===== src/rtl/sr04_echo_emulator.sv =====
// sr04_echo_emulator: HC-SR04 trigger/echo responder for hardware-in-the-loop.
// Watches the trigger, checks its minimum width, waits the burst delay, then
// drives an echo pulse whose width is distance * US_PER_CM microseconds.
// Optional macro SR04_JITTER_EN adds 0-7 us LFSR jitter to the echo width.
module sr04_echo_emulator #(
   parameter int CLK_FREQ      = 100_000_000,
   parameter int DIST_W        = 9,
   parameter int MIN_TRIG_US   = 10,
   parameter int ECHO_DELAY_US = 500,
   parameter int US_PER_CM     = 58,
   parameter int MAX_DIST_CM   = 400,
   parameter int NO_OBJ_US     = 38000,
   parameter int HOLDOFF_US    = 10000
) (
   input  logic              clk,
   input  logic              rst_n,
   input  logic              i_trigger,
   input  logic [DIST_W-1:0] i_distance,
   output logic              o_echo,
   output logic              o_busy,
   output logic              o_trig_err
);

   localparam int DIV = (CLK_FREQ / 1_000_000 < 1) ? 1 : CLK_FREQ / 1_000_000;
   localparam int PW  = (DIV > 1) ? $clog2(DIV) : 1;
   localparam logic [PW-1:0] PRE_MAX = PW'(DIV - 1);

   localparam logic [15:0] MIN_T  = 16'(MIN_TRIG_US);
   localparam logic [15:0] DLY_T  = 16'(ECHO_DELAY_US - 1);
   localparam logic [15:0] HOLD_T = 16'(HOLDOFF_US - 1);
   localparam logic [15:0] UPC    = 16'(US_PER_CM);
   localparam logic [15:0] MAXD   = 16'(MAX_DIST_CM);
   localparam logic [15:0] NOOBJ  = 16'(NO_OBJ_US);

   typedef enum logic [2:0] {
      S_IDLE,
      S_TRIG,
      S_BURST,
      S_ECHO,
      S_HOLD
   } state_t;

   state_t        state, state_n;
   logic [PW-1:0] presc;
   logic          tick;
   logic [15:0]   cnt, cnt_n;
   logic [15:0]   echo_len, echo_len_n;
   logic          echo_n, busy_n, err_n;
   logic          trig_s1, trig_s2, trig_s3;
   logic          trig_rise, trig_fall;
   logic          accept;
   logic [15:0]   dist_w;
   logic [15:0]   base_len, latch_len;

   // Free-running 1 us prescaler; never re-phased by the trigger.
   always_ff @(posedge clk or negedge rst_n) begin
      if (!rst_n) presc <= '0;
      else        presc <= tick ? '0 : presc + 1'b1;
   end

   assign tick = (presc == PRE_MAX);

   // Two-flop synchronizer plus one history flop for edge detection.
   always_ff @(posedge clk or negedge rst_n) begin
      if (!rst_n) {trig_s3, trig_s2, trig_s1} <= 3'b000;
      else        {trig_s3, trig_s2, trig_s1} <= {trig_s2, trig_s1, i_trigger};
   end

   assign trig_rise = trig_s2 & ~trig_s3;
   assign trig_fall = ~trig_s2 & trig_s3;

   // Echo length for the distance present at the accepting trigger fall.
   assign dist_w   = 16'(i_distance);
   assign base_len = (dist_w == 16'd0 || dist_w > MAXD) ? NOOBJ : dist_w * UPC;
   assign accept   = (state == S_TRIG) && trig_fall && (cnt >= MIN_T);

`ifdef SR04_JITTER_EN
   logic [15:0] lfsr;

   // Fibonacci LFSR (taps 16,14,13,11), stepped once per accepted trigger.
   always_ff @(posedge clk or negedge rst_n) begin
      if (!rst_n)      lfsr <= 16'hACE1;
      else if (accept) lfsr <= {lfsr[14:0], lfsr[15] ^ lfsr[13] ^ lfsr[12] ^ lfsr[10]};
   end

   assign latch_len = base_len + {13'd0, lfsr[2:0]};
`else
   assign latch_len = base_len;
`endif

   // State, counter and registered outputs.
   always_ff @(posedge clk or negedge rst_n) begin
      if (!rst_n) begin
         state      <= S_IDLE;
         cnt        <= '0;
         echo_len   <= '0;
         o_echo     <= 1'b0;
         o_busy     <= 1'b0;
         o_trig_err <= 1'b0;
      end else begin
         state      <= state_n;
         cnt        <= cnt_n;
         echo_len   <= echo_len_n;
         o_echo     <= echo_n;
         o_busy     <= busy_n;
         o_trig_err <= err_n;
      end
   end

   // Next-state and output decode; trigger edges matter only in IDLE/TRIG,
   // and a fall coincident with a tick is taken before the tick.
   always_comb begin
      state_n    = state;
      cnt_n      = cnt;
      echo_len_n = echo_len;
      echo_n     = o_echo;
      busy_n     = o_busy;
      err_n      = 1'b0;
      case (state)
         S_IDLE: begin
            if (trig_rise) begin
               cnt_n   = '0;
               state_n = S_TRIG;
            end
         end
         S_TRIG: begin
            if (trig_fall) begin
               if (accept) begin
                  echo_len_n = latch_len;
                  cnt_n      = '0;
                  busy_n     = 1'b1;
                  state_n    = S_BURST;
               end else begin
                  err_n   = 1'b1;
                  state_n = S_IDLE;
               end
            end else if (tick && cnt < MIN_T) begin
               cnt_n = cnt + 16'd1;
            end
         end
         S_BURST: begin
            if (tick) begin
               if (cnt == DLY_T) begin
                  cnt_n   = '0;
                  echo_n  = 1'b1;
                  state_n = S_ECHO;
               end else begin
                  cnt_n = cnt + 16'd1;
               end
            end
         end
         S_ECHO: begin
            if (tick) begin
               if (cnt == echo_len - 16'd1) begin
                  cnt_n   = '0;
                  echo_n  = 1'b0;
                  state_n = S_HOLD;
               end else begin
                  cnt_n = cnt + 16'd1;
               end
            end
         end
         S_HOLD: begin
            if (tick) begin
               if (cnt == HOLD_T) begin
                  cnt_n   = '0;
                  busy_n  = 1'b0;
                  state_n = S_IDLE;
               end else begin
                  cnt_n = cnt + 16'd1;
               end
            end
         end
         default: begin
            state_n = S_IDLE;
            cnt_n   = '0;
            echo_n  = 1'b0;
            busy_n  = 1'b0;
         end
      endcase
   end

endmodule


===== config.mk =====
export PLATFORM = sky130hd
export DESIGN_NAME = sr04_echo_emulator
export DESIGN_NICKNAME = d
export VERILOG_FILES = /design/src/rtl/sr04_echo_emulator.sv
export SDC_FILE = /design/constraint.sdc
export NUM_CORES = 1
export LEC_CHECK = 0
export CORE_MARGIN = 1
export CORE_UTILIZATION = 40
export CTS_CLUSTER_DIAMETER = 60
export CTS_CLUSTER_SIZE = 30
export DETAILED_ROUTE_END_ITERATION = 8
export PLACE_DENSITY = 0.53
export SYNTH_ARGS = -nofsm -noshare
export SYNTH_HDL_FRONTEND = slang
export SYNTH_SLANG_ARGS = --single-unit

===== constraint.sdc =====
create_clock -name clk -period 4.3 [get_ports clk]
set_input_delay 1.075 -clock clk [delete_from_list [all_inputs] [get_ports clk]]
set_output_delay 1.075 -clock clk [all_outputs]
set_load 0.005 [all_outputs]

==> qor.yml, run 1 <==
fin_worst_skew_ps: 15.9
die_area_um2: 11100
antenna_left: 0
synth.most_common_cell: "dfrtp_1"
synth_edf_count: 0
drive_gt1_share_pct: 14.7
cp_max_fo: 5
grt_max_degree: 48
avgViaCountPerCell: 5.49
seq_area_um2: 1180
grt_pass1_wl_um: 16500
drc: 0
fillers: 1025
cts.sinks: 47
synthesis.nets: 544
worst_slew_pin_slew_ps: 1090
grtUsageMet1_pct: 23.0
crit_type: "in2reg"
synth_area_per_cell_um2: 8.93
end_kind: "register"
netlist.top_cell.by_area: "dfrtp_1"
finalSetupViolCount: 0
arrival_ps: 4290
cp-start-kind: "primary input"
p_leak_nw: 2.16
seq_area_frac_synth_pct: 27.4
grt_pass1_vias: 3492
multi_input_area_um2: 2890
wl_um: 9650
synth_seq_cells: 47
cts_buffers: 5
dp.final_hpwl_um: 7440
path_clk_slew_ps: 90
hold_viol: 0
hp-class: "reg2reg"
vias: 3511
cts_max_path_buffers: 2
fin_util_pct: 46.9
ios: 15
grt_overflow: 0
synth_cell_types: 72
antenna_found_initial: 0
use_met3_pct: 1.79
status: "finished, final reports clean"
ir_drop_uv: 222
die_y_um: 106
port_buffers: 14
required_ps: 4490
place_congestion: 0.763
avgRoutedWirePerCell_um: 15.1
area_growth_pct: 13.5
insertion_delay_ps: 310
syn_inst: 480
slew_headroom_pct: 27.3
top_usage_layer: "met2"
core_area_um2: 10400
yosys_warnings: 0
synth_top_area_share_pct: 27.4
max-cap-violations: 0
netlist_area_um2: 4290
drt_pre_antenna_iters: 4
rows: 37
synth_area_leaders: "dfrtp_1, ha_1, fa_1, inv_1, and3_1"
cts_tree: "done"
drtIter0Drc: 159
setup_slack_ps: 194
powerDensity_nw_per_um2: 435
synth.cells.most_frequent: "dfrtp_1, inv_1, ha_1"
initial_core_util_pct: 41.3
htreeDepth: 2
die_w_um: 106
synth_flop_cell: "dfrtp_1"
grtUsageMet2_pct: 33.3
rsz0062_at_grt: "no"
period_minus_slack_ps: 4110
antenna_cells: 0
grtUsageTotal_pct: 18.3
fin_nets: 566
fmax_mhz: 244
cts-root-buf: "clkbuf_8"
ys_async_sr_fraction_pct: 100
period_share_pct: 95.5
place_ws_ps: -473
slew_viol_final: 0
==> logic make-up after synthesis <==
group                      count (synthesis)  synth area share (%)
buffers and inverters                     73                  6.97
muxes                                      3                 0.730
DFF                                       47                  27.4
xor gates and xnor gates                  26                  5.63
AOI/OAI and AO/OA                        111                  20.0
and+or+nand+nor                          168                  21.8
adders and majority gates                 52                  17.4
==> layout make-up <==
| cell class | instances | share of cell area (%) |
|---|---|---|
| Sequential cell | 47 | 24.2 |
| Multi-Input combinational cell | 360 | 59.3 |
| Clock inverter | 2 | 0.797 |
| Tap cell | 136 | 3.50 |
| Inverter | 47 | 3.62 |
| Clock buffer | 6 | 1.70 |
| Timing Repair Buffer | 41 | 6.94 |
==> repair_timing <==
item | in CTS | in global routing
setup buffers | 0 | 2
pin swaps | 7 | 9
resized for setup | 11 | 9
hold buffers | 0 | 0
setup endpoints to repair | 3 | 4
==> flip-flops by register name (all words and copies together) (netlist names) <==
register / flops
cnt: 16
echo_len: 15
presc: 7
state: 3
o_busy: 1
o_echo: 1
o_trig_err: 1
trig_s1: 1
trig_s2: 1
trig_s3: 1
==> cells in the final DEF (no fill, tap or decap), drive strengths merged, types with 4 or more instances in the layout <==
| cell | instances |
|---|---|
| o41ai | 7 |
| o21ai | 24 |
| nand2b | 7 |
| and2 | 4 |
| o21bai | 4 |
| or3 | 6 |
| fa | 13 |
| ha | 39 |
| nand4 | 8 |
| a221oi | 10 |
| xnor2 | 15 |
| dfrtp | 47 |
| nor2 | 32 |
| buf | 28 |
| clkbuf | 6 |
| nor3b | 4 |
| nor3 | 11 |
| nand2 | 35 |
| a21oi | 18 |
| nor4 | 5 |
| inv | 47 |
| o21a | 5 |
| a21o | 5 |
| nand3 | 16 |
| and3 | 22 |
| xor2 | 10 |
| clkdlybuf4s50 | 10 |
==> routing by layer <==
layer / wire, um / vias up
li1: - / 1769
met1: 4500 / 1703
met2: 4900 / 31
met3: 141 / 8
met4: 108 / 0
met5: 0 / -
==> per-stage QoR <==
stage | TNS (ps) | total power, mW | cells | instance area [um^2] | hold WS (ps)
after floorplan | 0 | 1.45 | 480 | 4290 | 331
after global placement | -1440 | 1.70 | 629 | 4660 | 332
after detailed placement | -1720 | 1.73 | 629 | 4660 | 335
after CTS | 0 | 2.11 | 637 | 4810 | 358
after global routing | 0 | 2.30 | 639 | 4870 | 363
final | 0 | 2.12 | 639 | 4870 | 356
==> critical path: stages <==
cell	delay, ps
clkdlybuf4s50_1	490
inv_2	80
fa_1	480
inv_1	40
ha_1	260
inv_1	50
fa_1	490
inv_1	60
ha_4	240
o21ai_2	70
a21oi_2	80
o31a_1	290
o21a_1	210
nor4b_2	300
nor3_2	70
==> worst paths after layout <==
kind	cells after the start	slack (ps)	start	end
max in group asynchronous	1	2660	rst_n	echo_len[8]$_DFFE_PN0P_
max	15	190	i_distance[4]	echo_len[12]$_DFFE_PN0P_
min in group asynchronous	1	960	rst_n	cnt[6]$_DFFE_PN0P_
min reg2reg	0	360	trig_s1$_DFF_PN0_	trig_s2$_DFF_PN0_
min	0	360	trig_s1$_DFF_PN0_	trig_s2$_DFF_PN0_
max reg2reg	9	1170	cnt[1]$_DFFE_PN0P_	cnt[6]$_DFFE_PN0P_
==> where the power goes <==
group	leakage [nW]	internal (mW)	switching [mW]
Clock	0.0618	0.192	0.163
Combinational	1.54	0.465	0.577
Sequential	0.557	0.535	0.185
Total	2.16	1.19	0.925
Power figures use the tool's default switching activity.
==> run 2: changes to the inputs <==
--- a/config.mk
+++ b/config.mk
@@ -10,7 +10,7 @@
 export CTS_CLUSTER_DIAMETER = 60
 export CTS_CLUSTER_SIZE = 30
 export DETAILED_ROUTE_END_ITERATION = 8
-export PLACE_DENSITY = 0.53
+export PLACE_DENSITY_LB_ADDON = 0.08
 export SYNTH_ARGS = -nofsm -noshare
 export SYNTH_HDL_FRONTEND = slang
 export SYNTH_SLANG_ARGS = --single-unit
==> qor.yml, run 2 (synthesis gave the netlist of run 1 again) <==
status: "finished, final reports clean"
dp.final_hpwl_um: 7470  # +0.46%
worstReg2RegEnd: "cnt[14]$_DFFE_PN0P_"
cts-root-buf: "clkbuf_8"
slowest_stage: "clkdlybuf4s50_1"
p_leak_nw: 2.15  # -0.30%
fmax_mhz: 241  # -1.0%
post-place-cells: 630  # +0.16%
required_ps: 4490  # about the same
end_kind: "register"
setup_slack_ps: 152  # -41.4 ps
cts_tree: "done"
rows: 37  # unchanged
antenna_left: 0  # unchanged
path_clk_slew_ps: 90  # about the same
grt_pass1_wl_um: 16800  # +1.5%
rr_worst_depth: 9  # unchanged
drc: 0  # unchanged
core_area_um2: 10400  # unchanged
holdPathEnd: "trig_s2$_DFF_PN0_"
fin_nets: 565  # -0.18%
p_total_mw: 2.12  # about the same
cts_max_path_buffers: 2  # unchanged
crit_type: "in2reg"
period_share_pct: 96.5  # +0.96 points
grtUsageTotal_pct: 18.5  # +0.19 points
drtIter0Drc: 130  # -18%
max-cap-violations: 0  # unchanged
top_register: "cnt"
place_ws_ps: -412  # +60.5 ps
grt_max_degree: 48  # unchanged
multi_input_area_um2: 2850  # -1.2%
cp_max_fo: 4  # -1
rsz0062_at_grt: "no"
antenna_cells: 0  # unchanged
die_y_um: 106  # unchanged
cp_num_cells: 15  # unchanged
worstHoldStart: "trig_s1$_DFF_PN0_"
antenna_found_initial: 0  # unchanged
period_minus_slack_ps: 4150  # +41.4 ps
grt_overflow: 0  # unchanged
cts_buffers: 5  # unchanged
cts.sinks: 47  # unchanged
wl_um: 9720  # +0.73%
cp-start-kind: "primary input"
avgViaCountPerCell: 5.55  # +0.93%
cp_cell_sequence: "clkdlybuf4s50_1 > inv_2 > fa_1 > inv_1 > ha_1 > inv_1 > fa_1 > inv_1 > ha_1 > o21ai_2 > a21oi_2 > o31a_1 > o21a_1 > nor4b_2 > nor3_2"
cp_slowest_stage_delay_ps: 490  # about the same
holdPathStages: 0  # unchanged
htreeDepth: 2  # unchanged
avgRoutedWirePerCell_um: 15.2  # +0.88%
hp-class: "reg2reg"
largest_reg_flops: 16  # unchanged
fillers: 1048  # +2.2%
ir_drop_uv: 198  # -11%
area_growth_pct: 12.8
die_area_um2: 11100  # unchanged
final_cell_mix: "dfrtp_1, inv_1, ha_1, nand2_1, nor2_1"
grt_pass1_vias: 3530  # +1.1%
slew_viol_final: 0  # unchanged
top_regs: "cnt (16), echo_len (15), presc (7)"
die_w_um: 106  # unchanged
crit_path_frequent_cell: "inv_1"
powerDensity_nw_per_um2: 438  # +0.63%
hold_slack_ps: 354  # -2.11 ps
reg2reg_slack_ps: 1220  # +50 ps
drt_pre_antenna_iters: 4  # unchanged
initial_core_util_pct: 41.3  # unchanged
seq_area_um2: 1180  # unchanged
port_buffers: 14  # unchanged
insertion_delay_ps: 300  # about the same
vias: 3538  # +0.77%
drive_gt1_share_pct: 13.7  # -0.97 points
crit_family: "adder cells"
cts_setup_buffers: 0  # unchanged
final_common_cell: "dfrtp_1"
fin_worst_skew_ps: 9.15  # -6.70 ps
slew_headroom_pct: 35.6  # +8.3 points
fin_cells: 638  # -0.16%
ios: 15  # unchanged
path_buf_inv: 5  # unchanged
place_congestion: 0.805  # +5.5%
worst_slew_pin_slew_ps: 962  # -128 ps
hold_viol: 0  # unchanged
arrival_ps: 4330  # +40 ps
finalSetupViolCount: 0  # unchanged
r2r_start: "cnt[1]$_DFFE_PN0P_"
run 2: changes by cell type in the layout (fill, tap and decap cells not counted), sizes merged:
cell	previous run	this run
buf	28	27
bufinv	1	2
dlygate4sd2	2	3
dlymetal6s2s	1	0
inv	47	46
run 2: layout make-up:
cell class / count / share of cell area, %
clock inverters: 2 / 1.24
inverters: 47 / 3.65
flip-flops and latches: 47 / 24.3
repair buffers: 40 / 6.75
clock buffers: 6 / 1.50
well taps: 136 / 3.52
multi-input cells: 360 / 59.0
run 2: where the power goes:
group	total, mW	leakage (nW)	internal [mW]	switching, mW
registers	0.718	0.557	0.535	0.183
clock network	0.387	0.0654	0.233	0.155
logic	1.01	1.53	0.442	0.568
run 2: stage by stage:
| step | utilization [%] | setup TNS [ps] | cell area (um^2) |
|---|---|---|---|
| 3_3_place_gp | 45.0 | -1410 | 4670 |
| 2_1_floorplan | - | 0 | 4290 |
| 6_report | 46.6 | 0 | 4830 |
| 3_5_place_dp | 45.0 | -1630 | 4670 |
| 4_1_cts | 46.3 | 0 | 4810 |
| 5_1_grt | 46.6 | 0 | 4830 |
run 2: worst max path at each step:
stage                              from                        to  slack (ps)
final                     i_distance[4]  echo_len[12]$_DFFE_PN0P_         150
after global routing      i_distance[4]  echo_len[14]$_DFFE_PN0P_          20
after CTS                 i_distance[4]  echo_len[12]$_DFFE_PN0P_          20
after detailed placement  i_distance[1]  echo_len[12]$_DFFE_PN0P_        -410
after global placement    i_distance[1]  echo_len[14]$_DFFE_PN0P_        -360
after floorplan           i_distance[1]  echo_len[14]$_DFFE_PN0P_         240
run 2: timing repair:
item	in CTS	in global routing
pin swaps	10	3
resized for setup	10	7
endpoints found under the setup margin	3	4
hold buffers	0	0
run 2: per-layer routing:
layer,track usage (%),part of all wire (%),vias up,wire (um)
met4,5.36,1.5,0,142
li1,-,-,1767,-
met3,1.79,1.2,9,114
met1,23.4,46,1734,4450
met2,33.2,52,28,5010
met5,0,0,-,0
==> RTL change, RTL diff (flow settings as in run 2) <==
Set the parameter `CLK_FREQ` to 50_000_000 (it was 100_000_000).
--- a/src/rtl/sr04_echo_emulator.sv
+++ b/src/rtl/sr04_echo_emulator.sv
@@ -5,3 +5,3 @@
 module sr04_echo_emulator #(
-   parameter int CLK_FREQ      = 100_000_000,
+   parameter int CLK_FREQ      = 50_000_000,
    parameter int DIST_W        = 9,
Behaviour: no difference found for any inputs over 10 cycles, from zero or initial values and one cycle with rst_n low; that may be too few to reach the edited logic, so the function may still have changed.
==> RTL change against run 2 <==
  * Count of clock-buffer cells in the layout did not move
  * Power decreased by 17%
  * Largest power group unchanged
  * Combinational power decreased by 19%
  * Critical path type unchanged
  * Worst setup slack lost 24 ps
  * Cell area is 5.7% lower
  * Sequential cell count down 1
  * Wire length decreased by 13%
  * Area after synthesis fell by 8.0%
  * Largest cell class unchanged
==> RTL change: results (changes against run 2) <==
Power
  • P_sw: 0.6657 mW (-27%)
  • Pleak: 2.054 nW (-4.5%)
  • Worst VDD drop: 0.1581 mV (-20%)

Timing
  • Setup Skew: 10.62 ps (+1.464 ps)
  • Worst slew pin tran: 1038 ps (+75.89 ps)

Drt
  • Vias post-DR: 3159 (-11%)
  • WL met3: 121 µm (+6.1%)
  • Vias per inst: 5.230 (-5.7%)
  • DR WL/cell: 13.99 µm (-8.1%)
  • Metal-1 WL: 3923 µm (-12%)
  • DR WL met2: 4248 µm (-15%)
  • Drt first-iter violations: 154 (+18%)

Global routing
  • Met2 usage: 33.91% (+0.73 points)
  • First-pass GRT wire length: 15190 µm (-9.5%)
  • M1 GR Usage: 22.81% (-0.58 points)
  • Overall Global Routing Usage: 18.59% (+0.14 points)
  • Routing usage on met3: 2.415% (+0.62 points)
  • Vias in the first global route: 3279 (-7.1%)
  • Largest net degree at the start of global routing: 47 (-2.1%)

Setup path
  • Slowest Stage Delay on Critical Path: 520 ps (+30 ps)
  • Crit path DAT: 4370 ps (+40 ps)
  • CP max-delay cell: or4_4
  • Crit-path max FO: 3 (-1)

Synth
  • Top cells by area, synth: dfrtp_1, ha_1, fa_1, inv_1, xnor2_1
  • Post-synthesis async set-or-reset flop share: 100.0% (unchanged)
  • Synth top area share: 29.18% (+1.7 points)
  • Cells after Synth: 447 (-6.9%)
  • Syn_nets: 512 (-5.9%)
  • Sequential area share after synthesis: 29.18% (+1.7 points)
  • Top cells by count, synth: dfrtp_1, inv_1, ha_1
  • Number of distinct library cells after synthesis: 58 (-19%)

Place
  • DP HPWL: 6581 µm (-12%)
  • Pre-CTS setup slack: -520.9 ps (-108.8 ps)
  • Routability cong.: 0.7974 (-0.94%)
  • I/O Buffers: 14 (unchanged)
  • Area post-placement: 4372 µm² (-6.3%)

Layout
  • # fillers: 918 (-12%)
  • N_diodes: 0 (unchanged)
  • Final nets: 540 (-4.4%)
  • Share of cells above drive strength 1: 14.11% (+0.36 points)
  • Biggest regs: cnt x16, echo_len x15, presc x6

Clocking
  • Setup Buffers After CTS: 1 (+1)
  • TritonCTS buffer count: 5 (unchanged)
  • Htree depth: 2 (unchanged)

Status
  • Status: completed

Floorplan
  • Row Count: 35 (-5.4%)
[RTL change: changes by cell type in the layout (fill, tap and decap cells not counted), moves of 8 or more]
| cell | run 2 | this run |
|---|---|---|
| a22o_1 | 1 | 17 |
| and3_1 | 22 | 6 |
| a221oi_2 | 10 | 0 |
| nand2_1 | 35 | 25 |
| nor3_1 | 9 | 18 |
| nor2b_1 | 3 | 11 |
[RTL change: path summary, 6_finish.rpt]
kind	start	endpoint	slack, ps	cells past startpoint
worst max-delay path	i_distance[1]	echo_len[13]	130	14
worst min register to register	trig_s1	trig_s2	360	0
max in group asynchronous	rst_n	echo_len[8]	2700	1
worst max register to register	echo_len[1]	cnt[15]	890	10
min in group asynchronous	rst_n	cnt[5]	960	1
worst min-delay path	trig_s1	trig_s2	360	0
[RTL change: logic make-up (layout without fill, tap and decap cells)]
family          count (synthesis)  in the layout  share of synthesized area [%]
compound gates                 87             87                          15.41
buf+inv                        67             95                          6.787
xor+xnor                       26             26                          5.772
fa+ha+maj                      53             53                          19.28
simple gates                  164            164                          22.42
mux                             4              4                          1.142
flops                          46             46                          29.18
[RTL change: power groups by stage]
stage          sequential [mW]  clock, mW  combinational, mW
6_report                 0.609      0.329              0.817
5_1_grt                  0.629      0.357              0.933
4_1_cts                  0.608      0.340              0.810
3_5_place_dp             0.617          0              0.766
3_3_place_gp             0.619          0              0.757
2_1_floorplan            0.560          0              0.600
[RTL change: area by class of cell]
cell class / count / area (µm²) / share of cell area (%)
clock buffers: 6 / 82.58 / 1.811
multi-input cells: 334 / 2611 / 57.27
repair buffers: 43 / 354.1 / 7.766
inverters: 45 / 168.9 / 3.705
clock inverters: 1 / 30.03 / 0.6586
flip-flops and latches: 46 / 1151 / 25.25
well taps: 129 / 161.4 / 3.540
